File: src/rtl/vnu_serial_if.sv
// rtl/vnu_serial_if.sv - message stream interface between the layered decoder and the VNU
interface vnu_serial_if #(
  parameter int VN_DEGREE = 3,
  parameter int QUAN_SIZE = 4
);
  localparam int IDX_W = (VN_DEGREE > 1) ? $clog2(VN_DEGREE) : 1;

  logic [QUAN_SIZE-1:0] in_msg;
  logic                 in_valid;
  logic                 in_ready;
  logic [QUAN_SIZE-1:0] v2c_msg;
  logic [IDX_W-1:0]     v2c_idx;
  logic                 v2c_valid;
  logic                 v2c_last;
  logic                 v2c_ready;
  logic                 hard_dec;
  logic                 hard_dec_valid;

  modport slave (
    input  in_msg, in_valid, v2c_ready,
    output in_ready, v2c_msg, v2c_idx, v2c_valid, v2c_last, hard_dec, hard_dec_valid
  );

  modport master (
    output in_msg, in_valid, v2c_ready,
    input  in_ready, v2c_msg, v2c_idx, v2c_valid, v2c_last, hard_dec, hard_dec_valid
  );
endinterface

File: src/rtl/vnu_serial.sv
// rtl/vnu_serial.sv - serial variable-node update: accumulates ch + c2v beats, emits extrinsic v2c
module vnu_serial #(
  parameter int VN_DEGREE = 3,
  parameter int QUAN_SIZE = 4,
  parameter int MAG_SIZE  = QUAN_SIZE - 1,
  parameter int SUM_SIZE  = 6
) (
  input logic        sys_clk,
  input logic        rst,
  vnu_serial_if.slave bus
);
  localparam int IDX_W = (VN_DEGREE > 1) ? $clog2(VN_DEGREE) : 1;
  localparam int CNT_W = $clog2(VN_DEGREE + 1);
  localparam logic [MAG_SIZE-1:0] MAG_MAX = '1;
  localparam logic signed [SUM_SIZE:0] SAT_P = $signed({{(SUM_SIZE + 1 - MAG_SIZE){1'b0}}, MAG_MAX});
  localparam logic signed [SUM_SIZE:0] SAT_N = -SAT_P;

  typedef enum logic {LOAD, EMIT} state_t;

  state_t                     state, state_nxt;
  logic [CNT_W-1:0]           beat_cnt;
  logic [IDX_W-1:0]           edge_idx;
  logic signed [SUM_SIZE-1:0] acc, acc_nxt, beat_val, edge_c2v;
  logic signed [SUM_SIZE-1:0] c2v_buf [VN_DEGREE];
  logic signed [SUM_SIZE:0]   diff;
  logic                       in_fire, v2c_fire, last_beat, last_edge;
  logic                       hard_dec_q, hard_dec_valid_q;

  // Negative zero falls out as zero because the negated magnitude is zero.
  function automatic logic signed [SUM_SIZE-1:0] sm_to_tc(input logic [QUAN_SIZE-1:0] m);
    logic signed [SUM_SIZE-1:0] mag;
    mag = $signed({{(SUM_SIZE - MAG_SIZE){1'b0}}, m[MAG_SIZE-1:0]});
    return m[QUAN_SIZE-1] ? -mag : mag;
  endfunction

  function automatic logic [QUAN_SIZE-1:0] tc_to_sm(input logic signed [SUM_SIZE:0] v);
    logic [SUM_SIZE:0] neg;
    neg = -v;
    if (v > SAT_P) return {1'b0, MAG_MAX};
    if (v < SAT_N) return {1'b1, MAG_MAX};
    if (v[SUM_SIZE]) return {1'b1, neg[MAG_SIZE-1:0]};
    return {1'b0, v[MAG_SIZE-1:0]};
  endfunction

  assign beat_val  = sm_to_tc(bus.in_msg);
  assign acc_nxt   = acc + beat_val;
  assign last_beat = (beat_cnt == CNT_W'(VN_DEGREE));
  assign last_edge = (edge_idx == IDX_W'(VN_DEGREE - 1));
  assign in_fire   = (state == LOAD) && !rst && bus.in_valid;
  assign v2c_fire  = (state == EMIT) && !rst && bus.v2c_ready;

  always_comb begin
    edge_c2v = '0;
    for (int i = 0; i < VN_DEGREE; i++) begin
      if (edge_idx == IDX_W'(i)) edge_c2v = c2v_buf[i];
    end
  end

  assign diff = {acc[SUM_SIZE-1], acc} - {edge_c2v[SUM_SIZE-1], edge_c2v};

  always_ff @(posedge sys_clk) begin
    if (rst) state <= LOAD;
    else     state <= state_nxt;
  end

  always_comb begin
    state_nxt      = state;
    bus.in_ready   = 1'b0;
    bus.v2c_valid  = 1'b0;
    bus.v2c_msg    = '0;
    bus.v2c_idx    = '0;
    bus.v2c_last   = 1'b0;
    case (state)
      LOAD: begin
        bus.in_ready = !rst;
        if (in_fire && last_beat) state_nxt = EMIT;
      end
      EMIT: begin
        bus.v2c_valid = !rst;
        bus.v2c_msg   = tc_to_sm(diff);
        bus.v2c_idx   = edge_idx;
        bus.v2c_last  = last_edge;
        if (v2c_fire && last_edge) state_nxt = LOAD;
      end
      default: state_nxt = LOAD;
    endcase
  end

  always_ff @(posedge sys_clk) begin
    if (rst) begin
      acc              <= '0;
      beat_cnt         <= '0;
      edge_idx         <= '0;
      hard_dec_q       <= 1'b0;
      hard_dec_valid_q <= 1'b0;
      for (int i = 0; i < VN_DEGREE; i++) c2v_buf[i] <= '0;
    end else begin
      hard_dec_valid_q <= 1'b0;
      if (in_fire) begin
        acc      <= acc_nxt;
        beat_cnt <= beat_cnt + 1'b1;
        for (int i = 0; i < VN_DEGREE; i++) begin
          if (beat_cnt == CNT_W'(i + 1)) c2v_buf[i] <= beat_val;
        end
        // The decision is latched from the final total so it stays valid while the next frame loads.
        if (last_beat) begin
          hard_dec_q       <= acc_nxt[SUM_SIZE-1];
          hard_dec_valid_q <= 1'b1;
        end
      end
      if (v2c_fire) begin
        if (last_edge) begin
          edge_idx <= '0;
          acc      <= '0;
          beat_cnt <= '0;
        end else begin
          edge_idx <= edge_idx + 1'b1;
        end
      end
    end
  end

  assign bus.hard_dec       = hard_dec_q;
  assign bus.hard_dec_valid = hard_dec_valid_q;
endmodule

File: src/flat_wrapper.sv
// flat-port wrapper written by rule: the top's interface ports become plain ports
module vnu_serial_flat 
#(
  parameter int VN_DEGREE = 3,
  parameter int QUAN_SIZE = 4,
  parameter int MAG_SIZE  = QUAN_SIZE - 1,
  parameter int SUM_SIZE  = 6
)
  (sys_clk, rst, bus_in_msg, bus_in_valid, bus_v2c_ready, bus_in_ready, bus_v2c_msg, bus_v2c_idx, bus_v2c_valid, bus_v2c_last, bus_hard_dec, bus_hard_dec_valid);
  vnu_serial_if #(.VN_DEGREE(VN_DEGREE), .QUAN_SIZE(QUAN_SIZE)) bus_i ();
  input logic sys_clk;
  input logic rst;
  input wire logic [$bits(bus_i.in_msg)-1:0] bus_in_msg;
  input wire logic [$bits(bus_i.in_valid)-1:0] bus_in_valid;
  input wire logic [$bits(bus_i.v2c_ready)-1:0] bus_v2c_ready;
  output wire logic [$bits(bus_i.in_ready)-1:0] bus_in_ready;
  output wire logic [$bits(bus_i.v2c_msg)-1:0] bus_v2c_msg;
  output wire logic [$bits(bus_i.v2c_idx)-1:0] bus_v2c_idx;
  output wire logic [$bits(bus_i.v2c_valid)-1:0] bus_v2c_valid;
  output wire logic [$bits(bus_i.v2c_last)-1:0] bus_v2c_last;
  output wire logic [$bits(bus_i.hard_dec)-1:0] bus_hard_dec;
  output wire logic [$bits(bus_i.hard_dec_valid)-1:0] bus_hard_dec_valid;
  assign bus_i.in_msg = bus_in_msg;
  assign bus_i.in_valid = bus_in_valid;
  assign bus_i.v2c_ready = bus_v2c_ready;
  assign bus_in_ready = bus_i.in_ready;
  assign bus_v2c_msg = bus_i.v2c_msg;
  assign bus_v2c_idx = bus_i.v2c_idx;
  assign bus_v2c_valid = bus_i.v2c_valid;
  assign bus_v2c_last = bus_i.v2c_last;
  assign bus_hard_dec = bus_i.hard_dec;
  assign bus_hard_dec_valid = bus_i.hard_dec_valid;
  vnu_serial #(.VN_DEGREE(VN_DEGREE), .QUAN_SIZE(QUAN_SIZE), .MAG_SIZE(MAG_SIZE), .SUM_SIZE(SUM_SIZE)) u_core (.sys_clk(sys_clk), .rst(rst), .bus(bus_i));
endmodule
File: config.mk
export PLATFORM = sky130hd
export DESIGN_NAME = vnu_serial_flat
export DESIGN_NICKNAME = d
export VERILOG_FILES = /design/src/rtl/vnu_serial_if.sv /design/src/rtl/vnu_serial.sv /design/src/flat_wrapper.sv
export SDC_FILE = /design/constraint.sdc
export NUM_CORES = 1
export LEC_CHECK = 0
export BUFFER_PORTS_ARGS = -buffer_cell sky130_fd_sc_hd__clkbuf_2
export CAP_MARGIN = 30
export CORE_MARGIN = 2
export CORE_UTILIZATION = 63
export CTS_BUF_LIST = sky130_fd_sc_hd__clkbuf_4 sky130_fd_sc_hd__clkbuf_8 sky130_fd_sc_hd__clkbuf_16
export CTS_CLUSTER_DIAMETER = 50
export CTS_CLUSTER_SIZE = 40
export DETAILED_ROUTE_END_ITERATION = 10
export GPL_TIMING_DRIVEN = 0
export PLACE_DENSITY = 0.91
export SKIP_LAST_GASP = 1
export SYNTH_ARGS = -nofsm -noshare
export SYNTH_HDL_FRONTEND = slang
export SYNTH_SLANG_ARGS = --single-unit
File: constraint.sdc
create_clock -name sys_clk -period 6.4 [get_ports sys_clk]
set_input_delay 1.28 -clock sys_clk [delete_from_list [all_inputs] [get_ports sys_clk]]
set_output_delay 1.28 -clock sys_clk [all_outputs]
set_load 0.03 [all_outputs]
==> results of run 1 <==
==> sequential cells by signal (all words and copies together) (netlist names) <==
signal,cells
u_core.beat_cnt,2
u_core.edge_idx,2
u_core.c2v_buf,15
u_core.bus.hard_dec_valid,1
u_core.bus.hard_dec,1
u_core.state,1
u_core.acc,6
==> layer usage <==
metal | GRT usage, % | part of all wire (%) | vias up
li1 | - | - | 719
met1 | 30.5 | 45 | 694
met2 | 39.5 | 47 | 48
met3 | 4.18 | 4.3 | 11
met4 | 11.6 | 3.4 | 0
met5 | 0 | 0 | -
==> logic make-up (layout without fill, tap and decap cells) <==
logic type / Yosys count / in the layout / share of synthesized area [%]
and+or+nand+nor: 62 / 62 / 19.0
AOI/OAI and AO/OA: 37 / 37 / 13.5
DFF: 28 / 28 / 38.3
buffers and inverters: 23 / 45 / 5.53
adders and majority gates: 19 / 19 / 13.5
muxes: 11 / 11 / 5.93
xor gates and xnor gates: 9 / 9 / 4.25
==> path summary, 6_finish.rpt <==
| path | startpoint | end | slack (ns) | cells after the start |
|---|---|---|---|---|
| setup reg to reg | u_core.state$_SDFF_PP0_ | u_core.c2v_buf[0][7]$_DFFE_PP_ | 4.32 | 5 |
| setup / recovery | u_core.edge_idx[0]$_SDFFE_PP0P_ | bus_v2c_msg[1] | 1.49 | 13 |
| hold reg to reg | u_core.bus.hard_dec$_SDFFE_PP0P_ | u_core.bus.hard_dec$_SDFFE_PP0P_ | 0.50 | 2 |
| hold / removal | u_core.bus.hard_dec$_SDFFE_PP0P_ | u_core.bus.hard_dec$_SDFFE_PP0P_ | 0.50 | 2 |
==> critical path, delay by kind of cell, from the launching register on <==
family	cells	cell delay, ns
buffers and inverters	2	0.42
AOI/OAI and AO/OA	2	0.41
DFF	1	0.40
adders and majority gates	2	0.63
and+or+nand+nor	7	1.39
==> power breakdown <==
part           total, W  internal [W]  switching (W)
clock network  0.000121     0.0000635      0.0000580
registers      0.000206      0.000199     0.00000658
logic          0.000119     0.0000498      0.0000696
total          0.000447      0.000312       0.000134
==> synthesized netlist by cell type, drive strengths merged, types with 3 or more instances <==
cell	n	share of area (%)
a21o	5	2.0
and2	4	1.4
nand3	4	1.1
nor3b	4	1.9
dfxtp	13	14
xor2	3	1.4
ha	16	11
a21oi	12	3.2
nor4	4	1.7
nor2b	3	1.0
edfxtp	15	24
nor3	5	1.3
inv	18	3.6
xnor2	6	2.8
o21ai	8	2.8
a211oi	3	1.2
nand3b	4	2.3
buf	3	1.5
nor2	20	4.0
nand2	8	1.6
mux2i	11	5.9
==> area by class of cell <==
class | count | area (µm²) | share of cell area, %
clock buffers | 3 | 22.5 | 1.10
plain buffers | 5 | 35.0 | 1.72
well taps | 31 | 38.8 | 1.90
clock inverters | 1 | 30.0 | 1.47
inverters | 18 | 67.6 | 3.31
flip-flops and latches | 28 | 711 | 34.9
repair buffers | 18 | 90.1 | 4.42
multi-input cells | 138 | 1040 | 51.2
==> metrics by stage <==
step	hold WS, ns	setup slack (ns)
after floorplan	0.478	2.06
after global placement	0.473	2.19
after detailed placement	0.472	2.07
after CTS	0.494	1.57
after global routing	0.528	1.31
final	0.497	1.49
==> results.ini, run 1 <==
[outcome]
outcome = complete, no violations

[worst_hold_path]
min_path_type = reg2reg

[power_and_ir_drop]
power_w = 0.000447
p_leak_nw = 0.927
irDropWorstVdd_uv = 190
powerDensity_nw_per_um2 = 219

[routing]
routed_via_density = 6.08
vias = 1472
drtIter0Drc = 117
wl_per_cell_um = 15.6
drc = 0
ant_nets = 0
drt_wl_total_um = 3780
drtPass1Iterations = 7

[cts]
post_cts_buffers = 0
ctsHtreeMaxLevel = 1
cts_root_buf = clkbuf_4
clk_latency_ns = 0.35
cts_made_buffers = 3
holdBufCountCts = 0
cts_sinks = 28
ctsResizeCount = 0
cts_tree = built
cts_buffer_depth = 2
clk_pin_slew_worst_paths_ns = 0.16

[layout]
fillers = 187
n_antenna_cell = 0
layout_common_cells = nor2_1 (20), clkbuf_2 (18), inv_1 (16), ha_1 (16), edfxtp_1 (15)
final_core_util_pct = 73.3
drive_above_1_share_pct = 17.1
final_cell_area_um2 = 2040
layout_commonest_cell = nor2_1
nets = 238
area_growth_pct = 9.77
layout.cells.non_filler = 242

[logic_synthesis]
postSynth.asyncResetShare_pct = 0
netlist_area_um2 = 1860
syn_area_per_cell_um2 = 9.82
seq_area_frac_synth_pct = 38.3
yosys.cell_types.count = 43
netlist_instances = 189
syn-num-nets = 215
synth_edf_count = 15
synth_seq_cells = 28
yosysWarnings = 0
synth_ff_type = edfxtp_1

[floorplanning]
floorplan.die.width_um = 58.3
die_y_um = 58.3
io-pin-count = 19
rows = 19
die_area_um2 = 3400
start_util_pct = 66.8
placeableCoreArea_um2 = 2780

[job]
cap_viol_max_count = 0

[worst_setup_path]
path_cells = buf_6, and2b_4, nand2_1, o21ai_1, ha_1, fa_1, nor2b_1, nor3_1, nor3b_1, nor3_1, and4_1, a221oi_1, clkbuf_2
worst-setup-path-type = reg2out
worst_ep_required_time_ns = 5.12
crit_arrival_ns = 3.63
critPathMaxStageDelay_ns = 0.42
end_kind = primary output
crit_top_cell = nor3_1
slowest_stage = nor3b_1
critPathMaxFanout = 10
start_kind = register

[global_routing]
antenna_found_initial = 0
grt_pass1_wl_um = 6150
overflow = 0
track_usage_pct = 24.0
grt_pass1_vias = 1365
grt_max_degree = 17

[sta]
hold_violations = 0
tightest_slew_ns = 0.693
final-max-slew-violation-count = 0
fin_skew_ns = 0.0116
clock.fmax_ghz = 0.204
rsz0062_at_grt = false
maxSlewHeadroom_pct = 53.4
post-route-period-util_pct = 76.7
post-route-min-period_ns = 4.91
finalSetupViolCount = 0
fin_setup_tns_ns = 0

[placed_design]
gp_congestion = 0.821
dp_hpwl_um = 2920
io_buffers = 18
dp.cells = 238
dpl_cell_area_um2 = 1990

(Power assumes the default switching activity.)
==> inputs of run 2 (changes only) <==
--- a/config.mk
+++ b/config.mk
@@ -8,13 +8,13 @@
 export BUFFER_PORTS_ARGS = -buffer_cell sky130_fd_sc_hd__clkbuf_2
 export CAP_MARGIN = 30
 export CORE_MARGIN = 2
-export CORE_UTILIZATION = 63
+export CORE_UTILIZATION = 59
 export CTS_BUF_LIST = sky130_fd_sc_hd__clkbuf_4 sky130_fd_sc_hd__clkbuf_8 sky130_fd_sc_hd__clkbuf_16
 export CTS_CLUSTER_DIAMETER = 50
 export CTS_CLUSTER_SIZE = 40
 export DETAILED_ROUTE_END_ITERATION = 10
 export GPL_TIMING_DRIVEN = 0
-export PLACE_DENSITY = 0.91
+export PLACE_DENSITY = 0.87
 export SKIP_LAST_GASP = 1
 export SYNTH_ARGS = -nofsm -noshare
 export SYNTH_HDL_FRONTEND = slang
==> constraint.sdc (replaced) <==
create_clock -name sys_clk -period 4.72 [get_ports sys_clk]
set_input_delay 0.944 -clock sys_clk [delete_from_list [all_inputs] [get_ports sys_clk]]
set_output_delay 0.944 -clock sys_clk [all_outputs]
set_load 0.03 [all_outputs]
==> run 2 against run 1 <==
Setup slack got worse by 1.2 ns. Critical path depth unchanged. Sequential share of layout area decreased by 0.28 points. Count of clock-buffer cells in the layout unchanged. Via count decreased by 5.4%. Die area increased by 6.3%. Combinational power increased by 31%. Hold slack improved by 0.0020 ns. Utilization decreased by 5.4 points. Register-to-register slack got worse by 1.6 ns. Cell count increased by 5.4%. Critical path type unchanged. Critical endpoint is now bus_v2c_msg[0].
==> results.ini, run 2 (synthesis results as in run 1) <==
[cts]
clk_pin_slew_worst_paths_ns = 0.15  ; about the same
cts_sinks = 28  ; unchanged
cts_buffer_depth = 2  ; unchanged
holdBufCountCts = 0  ; unchanged
cts_root_buf = clkbuf_4
clk_latency_ns = 0.35  ; about the same
cts_tree = built
ctsResizeCount = 0  ; unchanged
ctsHtreeMaxLevel = 1  ; unchanged
post_cts_buffers = 0  ; unchanged
cts_made_buffers = 3  ; unchanged

[routing]
routed_via_density = 5.46  ; -10%
drc = 0  ; unchanged
drt_wl_total_um = 3350  ; -11%
wl_met1_um = 1580  ; -6.9%
drtPass1Iterations = 4  ; -3
wl_per_cell_um = 13.1  ; -16%
vias = 1392  ; -5.4%
drtIter0Drc = 77  ; -34%
ant_nets = 0  ; unchanged
wl_met3_um = 136  ; -16%
wl_met2_um = 1540  ; -14%
maxUsedRoutingLayer = met4

[worst_setup_path]
critPathMaxFanout = 10  ; unchanged
worst-setup-path-type = reg2out
worst_ep_required_time_ns = 3.78  ; -1.34 ns
end_kind = primary output
crit_arrival_ns = 3.48  ; -0.15 ns
start_kind = register

[global_routing]
overflow = 0  ; unchanged
antenna_found_initial = 0  ; unchanged
grt_max_degree = 17  ; unchanged
grt_pass1_vias = 1289  ; -5.6%
track_usage_pct = 21.4  ; -2.6 points
grt_pass1_wl_um = 5710  ; -7.2%

[placed_design]
io_buffers = 18  ; unchanged
dp_hpwl_um = 2660  ; -8.8%
gp_congestion = 0.777  ; -5.3%

[sta]
hold_violations = 0  ; unchanged
post-route-min-period_ns = 4.42
tightest_slew_ns = 0.673  ; -0.0197 ns
maxSlewHeadroom_pct = 54.7  ; +1.3 points
clock.fmax_ghz = 0.226
rsz0062_at_grt = false
final-max-slew-violation-count = 0  ; unchanged
fin_skew_ns = 0.00394  ; -0.00768 ns
finalSetupViolCount = 0  ; unchanged
post-route-period-util_pct = 93.7
fin_setup_tns_ns = 0  ; unchanged
hold_slack_ns = 0.499  ; +0.00203 ns

[layout]
layout_common_cells = nor2_1 (20), clkbuf_2 (18), inv_1 (16), ha_1 (16), edfxtp_1 (15)
n_antenna_cell = 0  ; unchanged
max_flop_register = u_core.c2v_buf
drive_above_1_share_pct = 17.1  ; unchanged
largest_register_ffs = 15  ; unchanged
layout_commonest_cell = nor2_1
nets = 238  ; unchanged
largestRegisters = u_core.c2v_buf (15), u_core.acc (6)
area_growth_pct = 10.6

[power_and_ir_drop]
p_leak_nw = 0.927  ; unchanged
powerDensity_nw_per_um2 = 290  ; +32%
irDropWorstVdd_uv = 145  ; -23%

[worst_hold_path]
min_path_type = reg2reg

[floorplanning]
die_y_um = 60.1  ; +3.1%
floorplan.die.width_um = 60.1  ; +3.1%
rows = 20  ; +1
die_area_um2 = 3610  ; +6.3%
io-pin-count = 19  ; unchanged
placeableCoreArea_um2 = 3030  ; +8.9%
start_util_pct = 61.3  ; -5.4 points

[job]
cap_viol_max_count = 0  ; unchanged

[outcome]
outcome = complete, no violations

[run 2: cell counts in the layout (fill, tap and decap cells not counted)]
Identical to the previous run, type by type.
[run 2: critical path, cell delays in order (launching register included)]
cell and delay, ns:
dfxtp_1 0.41, buf_6 0.16, and2b_4 0.23, nand2_1 0.07
o21ai_1 0.07, ha_1 0.22, fa_1 0.42, nor2b_1 0.22
nor3_1 0.09, nor3b_1 0.37, nor3_1 0.12, and4_1 0.23
a221oi_1 0.27, clkbuf_2 0.25
[run 2: power by group]
group          total [W]  leakage (nW)  switching [W]  internal [W]
Sequential      0.000278         0.262     0.00000842      0.000270
Clock           0.000161        0.0279      0.0000747     0.0000861
Combinational   0.000156         0.638      0.0000888     0.0000672
Total           0.000595         0.927       0.000172      0.000423
[run 2: cell type report]
type                            count  area (µm²)
Sequential cell                    28         711
Tap cell                           44        55.1
Fill cell                         244         973
Clock inverter                      1        30.0
Timing Repair Buffer               18        90.1
Multi-Input combinational cell    138        1040
Buffer                              5        35.0
Inverter                           18        67.6
Clock buffer                        3        22.5
[run 2: worst paths after layout]
check	startpoint	endpoint	slack [ns]	cells past startpoint
hold reg to reg	u_core.bus.hard_dec$_SDFFE_PP0P_	u_core.bus.hard_dec$_SDFFE_PP0P_	0.50	2
setup / recovery	u_core.edge_idx[0]$_SDFFE_PP0P_	bus_v2c_msg[0]	0.30	13
setup reg to reg	u_core.state$_SDFF_PP0_	u_core.c2v_buf[0][0]$_DFFE_PP_	2.69	5
hold / removal	u_core.bus.hard_dec$_SDFFE_PP0P_	u_core.bus.hard_dec$_SDFFE_PP0P_	0.50	2
[run 2: per-stage QoR]
| stage | worst slack [ns] | std cells | power (W) | instance area (µm²) | util [%] |
|---|---|---|---|---|---|
| after floorplan | 0.717 | 189 | 0.000406 | 1860 | - |
| after global placement | 0.820 | 251 | 0.000433 | 2000 | 66.1 |
| after detailed placement | 0.702 | 251 | 0.000439 | 2000 | 66.1 |
| after CTS | 0.305 | 255 | 0.000594 | 2050 | 67.9 |
| after global routing | 0.0163 | 255 | 0.000625 | 2050 | 67.9 |
| final | 0.297 | 255 | 0.000595 | 2050 | 67.9 |
[run 2: layer usage]
layer	vias up	global-route usage, %
li1	712	-
met1	632	27.9
met5	-	0
met4	0	9.21
met3	9	3.25
met2	39	34.9
